## src/rtl/ql_membank_cfg_loader.sv

```systemverilog
// Memory-bank configuration loader: assembles bitstream words into BL rows
// and strobes one word line per row with fixed setup/pulse/hold timing.
module ql_membank_cfg_loader #(
  parameter int NUM_BL    = 514,
  parameter int NUM_WL    = 407,
  parameter int DATA_W    = 32,
  parameter int SETUP_CYC = 2,
  parameter int WL_PULSE  = 4,
  parameter int HOLD_CYC  = 2
) (
  input  logic              clk,
  input  logic              global_resetn,
  input  logic              start,
  input  logic              s_valid,
  input  logic [DATA_W-1:0] s_data,
  output logic              s_ready,
  output logic [NUM_BL-1:0] bl,
  output logic [NUM_WL-1:0] wl,
  output logic              busy,
  output logic              cfg_done,
  output logic              fabric_resetn
);

  localparam int WPR = (NUM_BL + DATA_W - 1) / DATA_W;
  localparam int WW  = (WPR > 1) ? $clog2(WPR) : 1;
  localparam int RW  = (NUM_WL > 1) ? $clog2(NUM_WL) : 1;
  localparam int TSP = (SETUP_CYC > WL_PULSE) ? SETUP_CYC : WL_PULSE;
  localparam int TMX = (TSP > HOLD_CYC) ? TSP : HOLD_CYC;
  localparam int TW  = $clog2(TMX + 1);

  localparam logic [WW-1:0] LAST_W    = WW'(WPR - 1);
  localparam logic [RW-1:0] LAST_ROW  = RW'(NUM_WL - 1);
  localparam logic [TW-1:0] SETUP_END = TW'(SETUP_CYC - 1);
  localparam logic [TW-1:0] PULSE_END = TW'(WL_PULSE - 1);
  localparam logic [TW-1:0] HOLD_END  = TW'(HOLD_CYC - 1);
  localparam logic [NUM_WL-1:0] WL_ONE = NUM_WL'(1);

  typedef enum logic [2:0] {
    IDLE,
    LOAD,
    SETUP,
    PULSE,
    HOLD,
    DONE
  } state_t;

  state_t            state;
  logic [WW-1:0]     wcnt;
  logic [RW-1:0]     row;
  logic [TW-1:0]     tcnt;
  logic [NUM_BL-1:0] stage;
  logic [NUM_BL-1:0] stage_nxt;
  logic              accept;

  assign s_ready = (state == LOAD);
  assign accept  = s_valid && s_ready;

  // Bits past NUM_BL in the last word simply have no destination.
  for (genvar j = 0; j < NUM_BL; j++) begin : g_stage
    assign stage_nxt[j] = (wcnt == WW'(j / DATA_W)) ?
                          s_data[j % DATA_W] : stage[j];
  end

  always_ff @(posedge clk or negedge global_resetn) begin
    if (!global_resetn) begin
      state         <= IDLE;
      wcnt          <= '0;
      row           <= '0;
      tcnt          <= '0;
      stage         <= '0;
      bl            <= '0;
      wl            <= '0;
      busy          <= 1'b0;
      cfg_done      <= 1'b0;
      fabric_resetn <= 1'b0;
    end else begin
      unique case (state)
        IDLE, DONE: begin
          if (start) begin
            state         <= LOAD;
            wcnt          <= '0;
            row           <= '0;
            tcnt          <= '0;
            busy          <= 1'b1;
            cfg_done      <= 1'b0;
            fabric_resetn <= 1'b0;
          end
        end
        LOAD: begin
          if (accept) begin
            stage <= stage_nxt;
            if (wcnt == LAST_W) begin
              bl    <= stage_nxt;
              wcnt  <= '0;
              tcnt  <= '0;
              state <= SETUP;
            end else begin
              wcnt <= wcnt + WW'(1);
            end
          end
        end
        SETUP: begin
          if (tcnt == SETUP_END) begin
            tcnt  <= '0;
            wl    <= WL_ONE << row;
            state <= PULSE;
          end else begin
            tcnt <= tcnt + TW'(1);
          end
        end
        PULSE: begin
          if (tcnt == PULSE_END) begin
            tcnt  <= '0;
            wl    <= '0;
            state <= HOLD;
          end else begin
            tcnt <= tcnt + TW'(1);
          end
        end
        HOLD: begin
          if (tcnt == HOLD_END) begin
            tcnt <= '0;
            if (row == LAST_ROW) begin
              state         <= DONE;
              busy          <= 1'b0;
              cfg_done      <= 1'b1;
              fabric_resetn <= 1'b1;
            end else begin
              row   <= row + RW'(1);
              state <= LOAD;
            end
          end else begin
            tcnt <= tcnt + TW'(1);
          end
        end
        default: state <= IDLE;
      endcase
    end
  end

endmodule

```

## config.mk

```make
export PLATFORM = sky130hd
export DESIGN_NAME = ql_membank_cfg_loader
export DESIGN_NICKNAME = d
export VERILOG_FILES = /design/src/rtl/ql_membank_cfg_loader.sv
export SDC_FILE = /design/constraint.sdc
export NUM_CORES = 2
export LEC_CHECK = 0
export BUFFER_PORTS_ARGS = -buffer_cell sky130_fd_sc_hd__buf_2
export CAP_MARGIN = 20
export CORE_UTILIZATION = 40
export CTS_BUF_LIST = sky130_fd_sc_hd__clkbuf_2
export CTS_CLUSTER_DIAMETER = 50
export DETAILED_ROUTE_END_ITERATION = 8
export PLACE_DENSITY_LB_ADDON = 0.12
export SKIP_LAST_GASP = 1
export SYNTH_ARGS = -nofsm -noshare
export SYNTH_HDL_FRONTEND = slang
export SYNTH_SLANG_ARGS = --single-unit
```

## constraint.sdc

```tcl
create_clock -name clk -period 2.1 [get_ports clk]
set_input_delay 0.105 -clock clk [delete_from_list [all_inputs] [get_ports clk]]
set_output_delay 0.105 -clock clk [all_outputs]
set_load 0.005 [all_outputs]
```

* Word level (Yosys, flattened, before mapping)
Index checks and enable logic that the tools add are counted.
Word-level totals: register bits 1457, bits of input ports 36, output and inout bits 925, logic and storage cells 609
Cells by class: add/subtract/negate cells 3, eq/ne operators 32, shift-type cells 1, mux-type cells 547, reductions and logical operators 17
Operators by type and width (number):
- $mux W407 | 2
- $pmux W407 S2 | 1
- $mux W1 | 520
- $shl A1 B9 Y407 const A | 1
- $eq A5 B4 Y1 const B | 8
- $mux W3 | 12
- $mux W9 | 3
- $eq A5 B3 Y1 const B | 4
- $pmux W9 S2 | 1
- $mux W5 | 3
- $pmux W3 S5 | 1
- $ne A2 B2 Y1 const B | 6
- $pmux W3 S4 | 1
- $reduce_and A4 Y1 | 3
- $eq A5 B2 Y1 const B | 2
- $pmux W5 S2 | 1
- $add A9 B1 Y9 const B | 1
- $eq A3 B2 Y1 const B | 3
- $eq A9 B9 Y1 const B | 1
- $reduce_and A3 Y1 | 3
- $eq A3 B1 Y1 const B | 2
- $eq A3 B3 Y1 const B | 2
- $reduce_and A6 Y1 | 1
- $reduce_bool A2 Y1 | 3
- 12 further kinds | 15

* Logic depth before layout (Yosys ltp)
depth after elaboration 4, depth in mapped cells 11, depth with buffers taken out 6

* Least setup slack after synthesis
Ideal clock, no wire load.
path type register to register, from reg wcnt[0], to reg bl[357], setup time 0.133 ns, arrival 2.092 ns, required time 1.967 ns, slack -0.125 ns, stages on the path, launching flop included 12, clock period less this slack 2.225 ns, cells stage by stage dfrtp_1 -> inv_1 -> ha_1 -> nor4bb_1 -> clkbuf_1 -> nand2_1 -> buf_2 -> buf_2 -> buf_2 -> buf_2 -> nand2_1 -> o21ai_0
Between the ends: longest elaborated chain between the ends 2, elaborated cells on any way between the ends 4, those cells by class eq/ne: 2; mux: 1; reduce/logical: 1
RTL lines:
- start: declaration | line 48 | logic [WW-1:0] wcnt;
- start signal: assignment | line 98 | wcnt <= wcnt + WW'(1);
- $eq A5 B5 Y1 / $eq A5 B4 Y1 (equally long branches) | line 92, 60
- $reduce_and A3 Y1 (no line) / $mux W1 (equally long branches)
- end signal: assignment | line 93 | bl <= stage_nxt;
- end: declaration | line 17 | output logic [NUM_BL-1:0] bl,
Several ways; a longest one is shown, not always the timed one. A chain may end at the register's enable or synchronous reset.

* Worst setup path in the final report
from reg state[2], to out s_ready
Between the ends: longest elaborated chain between the ends 1
RTL lines:
- start: declaration | line 47 | state_t state;
- start signal: assignment | line 66 | state <= IDLE;
- start signal: assignment | line 80 | state <= LOAD;
- start signal: assignment | line 96 | state <= SETUP;
- $eq A3 B1 Y1 | line 55 | assign s_ready = (state == LOAD);
- end: declaration | line 16 | output logic s_ready,
No other way between the ends.

==> summary.md <==
| Metric | Value |
|---|---|
| Post-Synthesis Cells | a little under 5000 |
| H-tree levels | 5 |
| Cell taking the most area after synthesis | dfrtp_1 |
| R2R depth | 8 |
| Switching pwr | 25.7 mW |
| Clock Power Share | 24.8% |
| Yosys warning count | 0 |
| Per-cell routed wire length | 24.3 um |
| Crit Path Category | reg -> out |
| Final TNS setup | -155580 ps |
| Internal | 54.1 mW |
| Initial antenna violation count | 6 |
| Detail Route Antenna Nets | 0 |
| Failing checks | negative setup slack |
| Met1 capacity usage during global routing | between 30% and 40% |
| Synth area leaders | dfrtp_1, mux2_2, mux2i_1 |
| Vias in the first global route | 45992 |
| P per Cell Area | 989 mW/mm^2 |
| Synthesized flop and latch total | 1455 |
| Core ar. | 0.146 sq mm |
| Total congestion overflow | 0 |
| Sequential share of power | 48.7% |
| IO Port Bufs | 960 |
| Final Util | a little under three fifths |
| Worst setup startpoint | state[2]$_DFFE_PN0P_ |
| Routed WL | 220000 um |
| Via Count | 47464 |
| Post-route clock period utilization | 131% |
| Die Area | 0.148 sq mm |
| Final worst path period need | 2750 ps |
| Min-delay worst type | in -> reg |
| Placed wire-length estimate | 143000 um |
| Worst Setup Start Kind | flip-flop |
| Mapped Area | about 0.06 sq mm |
| Final #Nets | 6948 |
| # DRC | 0 |
| Slew @ Worst Pin | 1030 ps |
| Switch share | 32.2% |
| Vias per cell | 5.23 |
| Final hold slack | roughly 240 ps |
| Initial Util | 40.3% |
| Worst R2R End | wl[120]$_DFFE_PN0P_ |
| Max-slew violations | 0 |
| Avg Inst Size Synth | 12.1 sq um |
| Synth Flop Type | dfrtp_1 |
| First drt pass iteration count | 5 |
| Leading cell type in the layout, fill and taps excluded | dfrtp_1 |
| Hold path depth | 6 |
| Register-to-register setup slack | -160 ps |
| Sequential element share of the synthesized area | 62.0% |
| Area added between synthesis and finish | 37.5% |
| Hold Path Sink | bl[404]$_DFFE_PN0P_ |
| CTS tree | yes |
| Initial drt markers | 2869 |
| Placed Cells incl. Taps | roughly 7600 |
| Commonest cells after routing, fill and taps aside | dfrtp_1, buf_4, nand2_1, buf_2, clkbuf_2 |
| Non-filler cells in the finished layout | 9079 |
| Top cell type's share of synthesized area | 62.0% |
| Asr flop ratio synth | 100% |
| Clk sink count | 1455 |
| Hold Startpoint | s_data[20] |
| GRT Util Overall | 28.2% |
| Fin. Hold Viols | 0 |
| FP Rows | 140 |
| Unique masters post-synth | slightly above 50 |
| Clock transition at path regs | 100 ps |
| Final setup viols | 1013 |
| Leakage | 41.0 nW |
| Worst Path Arrival | 2650 ps |
| Maximum VDD drop | 0.558 mV |
| Clock Skew | 242 ps |
| Met3 usage | 6.98% |
| Share of post-route cells with drive strength above 1 | 45.0% |
| CP endpoint kind | output pin |
| Worst r2r src | tcnt[0]$_DFFE_PN0P_ |
| Met2 Use GR | 45.9% |
| GR peak layer | met2 |
| Clock Tree Root | clkbuf_2 |
| CTS Buffer Depth | 4 |
| Worst-Skew Late Latency | 1710 ps |
| Combinational Power Share | 26.5% |
| Pre-CTS setup slack | -170 ps |
| Die height | approximately 390 um |
| Largest net degree at the start of global routing | 102 |
| Worst Path Required | 2000 ps |
| Largest fanout on the critical path | 2 |
| Die Span X | 385 um |
| First-pass GRT wire length | 309000 um |
| RSZ-0062 raised after global routing | true |
| # IOs | 961 |
| Rel. slew slack | 31.2% |
| Placer congestion estimate | 0.858 |
| Mapped Nets | 4886 |
| Total CTS buffers | 406 |
| Max Cap Viol | 0 |
| Status | finished with violations |
| Worst setup margin | -651 ps |
| Max Fclk | 364 MHz |
| EDFF count, synth | 0 |
==> per-stage QoR <==
step,cell area [sq um],power [mW]
finish,80700,79.8
global route,80700,84.6
CTS,78000,79.5
detailed placement,68700,57.9
global placement,68700,57.4
floorplan,58700,48.8
==> flip-flops by register name (all words and copies together), names as in the netlist <==
signal	count
wl	407
wcnt	5
busy	1
bl	514
stage	512
row	9
state	3
fabric_resetn	1
tcnt	3
==> logic make-up (layout without fill, tap and decap cells) <==
group / after synthesis / count (layout) / synth area share (%)
AOI/OAI and AO/OA: 955 / 955 / 10.3
xor gates and xnor gates: 3 / 3 / 0.0448
adders and majority gates: 15 / 15 / 0.320
buffers and inverters: 439 / 2759 / 3.16
DFF: 1455 / 1455 / 62.0
muxes: 932 / 932 / 17.0
other: 0 / 6 / 0
and+or+nand+nor: 1036 / 1037 / 7.14
==> timing repair <==
action                     in CTS  in global routing
gates resized for setup       392                 95
pin swaps                       5                 58
setup endpoints to repair     983               1419
setup buffers                 400                225
cloned                         14                 21
hold buffers                  106                  1
hold endpoints to repair     2503                  2
==> worst max-delay path by stage <==
stage,to,slack [ps],depth (start not counted)
floorplan,wl[150]$_DFFE_PN0P_,-80,8
global placement,wl[19]$_DFFE_PN0P_,-140,8
detailed placement,wl[15]$_DFFE_PN0P_,-170,8
global route,s_ready,-930,4
finish,s_ready,-650,4
CTS,s_ready,-950,4
==> cell usage after synthesis, types with 2 or more instances <==
master,instances
o21ai_0,544
nand4b_1,3
buf_6,17
or2_2,6
buf_1,60
nor3b_1,3
o31ai_1,3
xnor2_1,2
nand3_1,12
clkbuf_1,283
a21oi_1,2
inv_1,17
nor3_2,5
nor4bb_1,3
a221o_1,4
nor2b_1,8
and3_1,6
a31oi_1,98
buf_2,61
a22o_1,292
mux2i_1,417
ha_1,15
mux2_1,4
nor2_1,155
nand3b_1,4
nand2_1,785
dfrtp_1,1455
nor2_2,5
nand4_1,3
a21o_1,3
mux2_2,511
and2_1,5
nor4_1,5
nor3_1,7
nand2b_1,12
a211oi_1,2
nor4b_1,2
or3_1,2
a211o_1,2
==> power groups by stage <==
stage                     registers [mW]  logic, mW  clock network, mW
after floorplan                     37.9       11.0                  0
after global placement              39.0       18.4                  0
after detailed placement            39.2       18.8                  0
after CTS                           38.8       20.3               20.4
after global routing                39.5       23.2               21.9
final                               38.9       21.2               19.8
==> layer usage <==
layer / wire, um / vias up / part of all wire, %
met4: 10700 / 2 / 4.9
li1: - / 21188 / -
met1: 88300 / 24045 / 40
met2: 106000 / 1750 / 48
met5: 20 / - / 0.0091
met3: 15400 / 479 / 7.0
==> critical path, cell delays in order, from the launching register on <==
cell and delay [ps]:
dfrtp_2 420, buf_6 120, or3b_4 420, inv_4 80, buf_8 120
==> layout make-up <==
| cell class | instances | area (sq um) |
|---|---|---|
| tap | 1917 | 2400 |
| clock inverter | 69 | 358 |
| multi-input combinational | 2942 | 20700 |
| sequential | 1455 | 36500 |
| timing repair buffer | 2075 | 17700 |
| antenna | 6 | 15.0 |
| fill | 12869 | 65000 |
| inverter | 17 | 66.3 |
| clock buffer | 598 | 2990 |
Power figures use the tool's default switching activity.
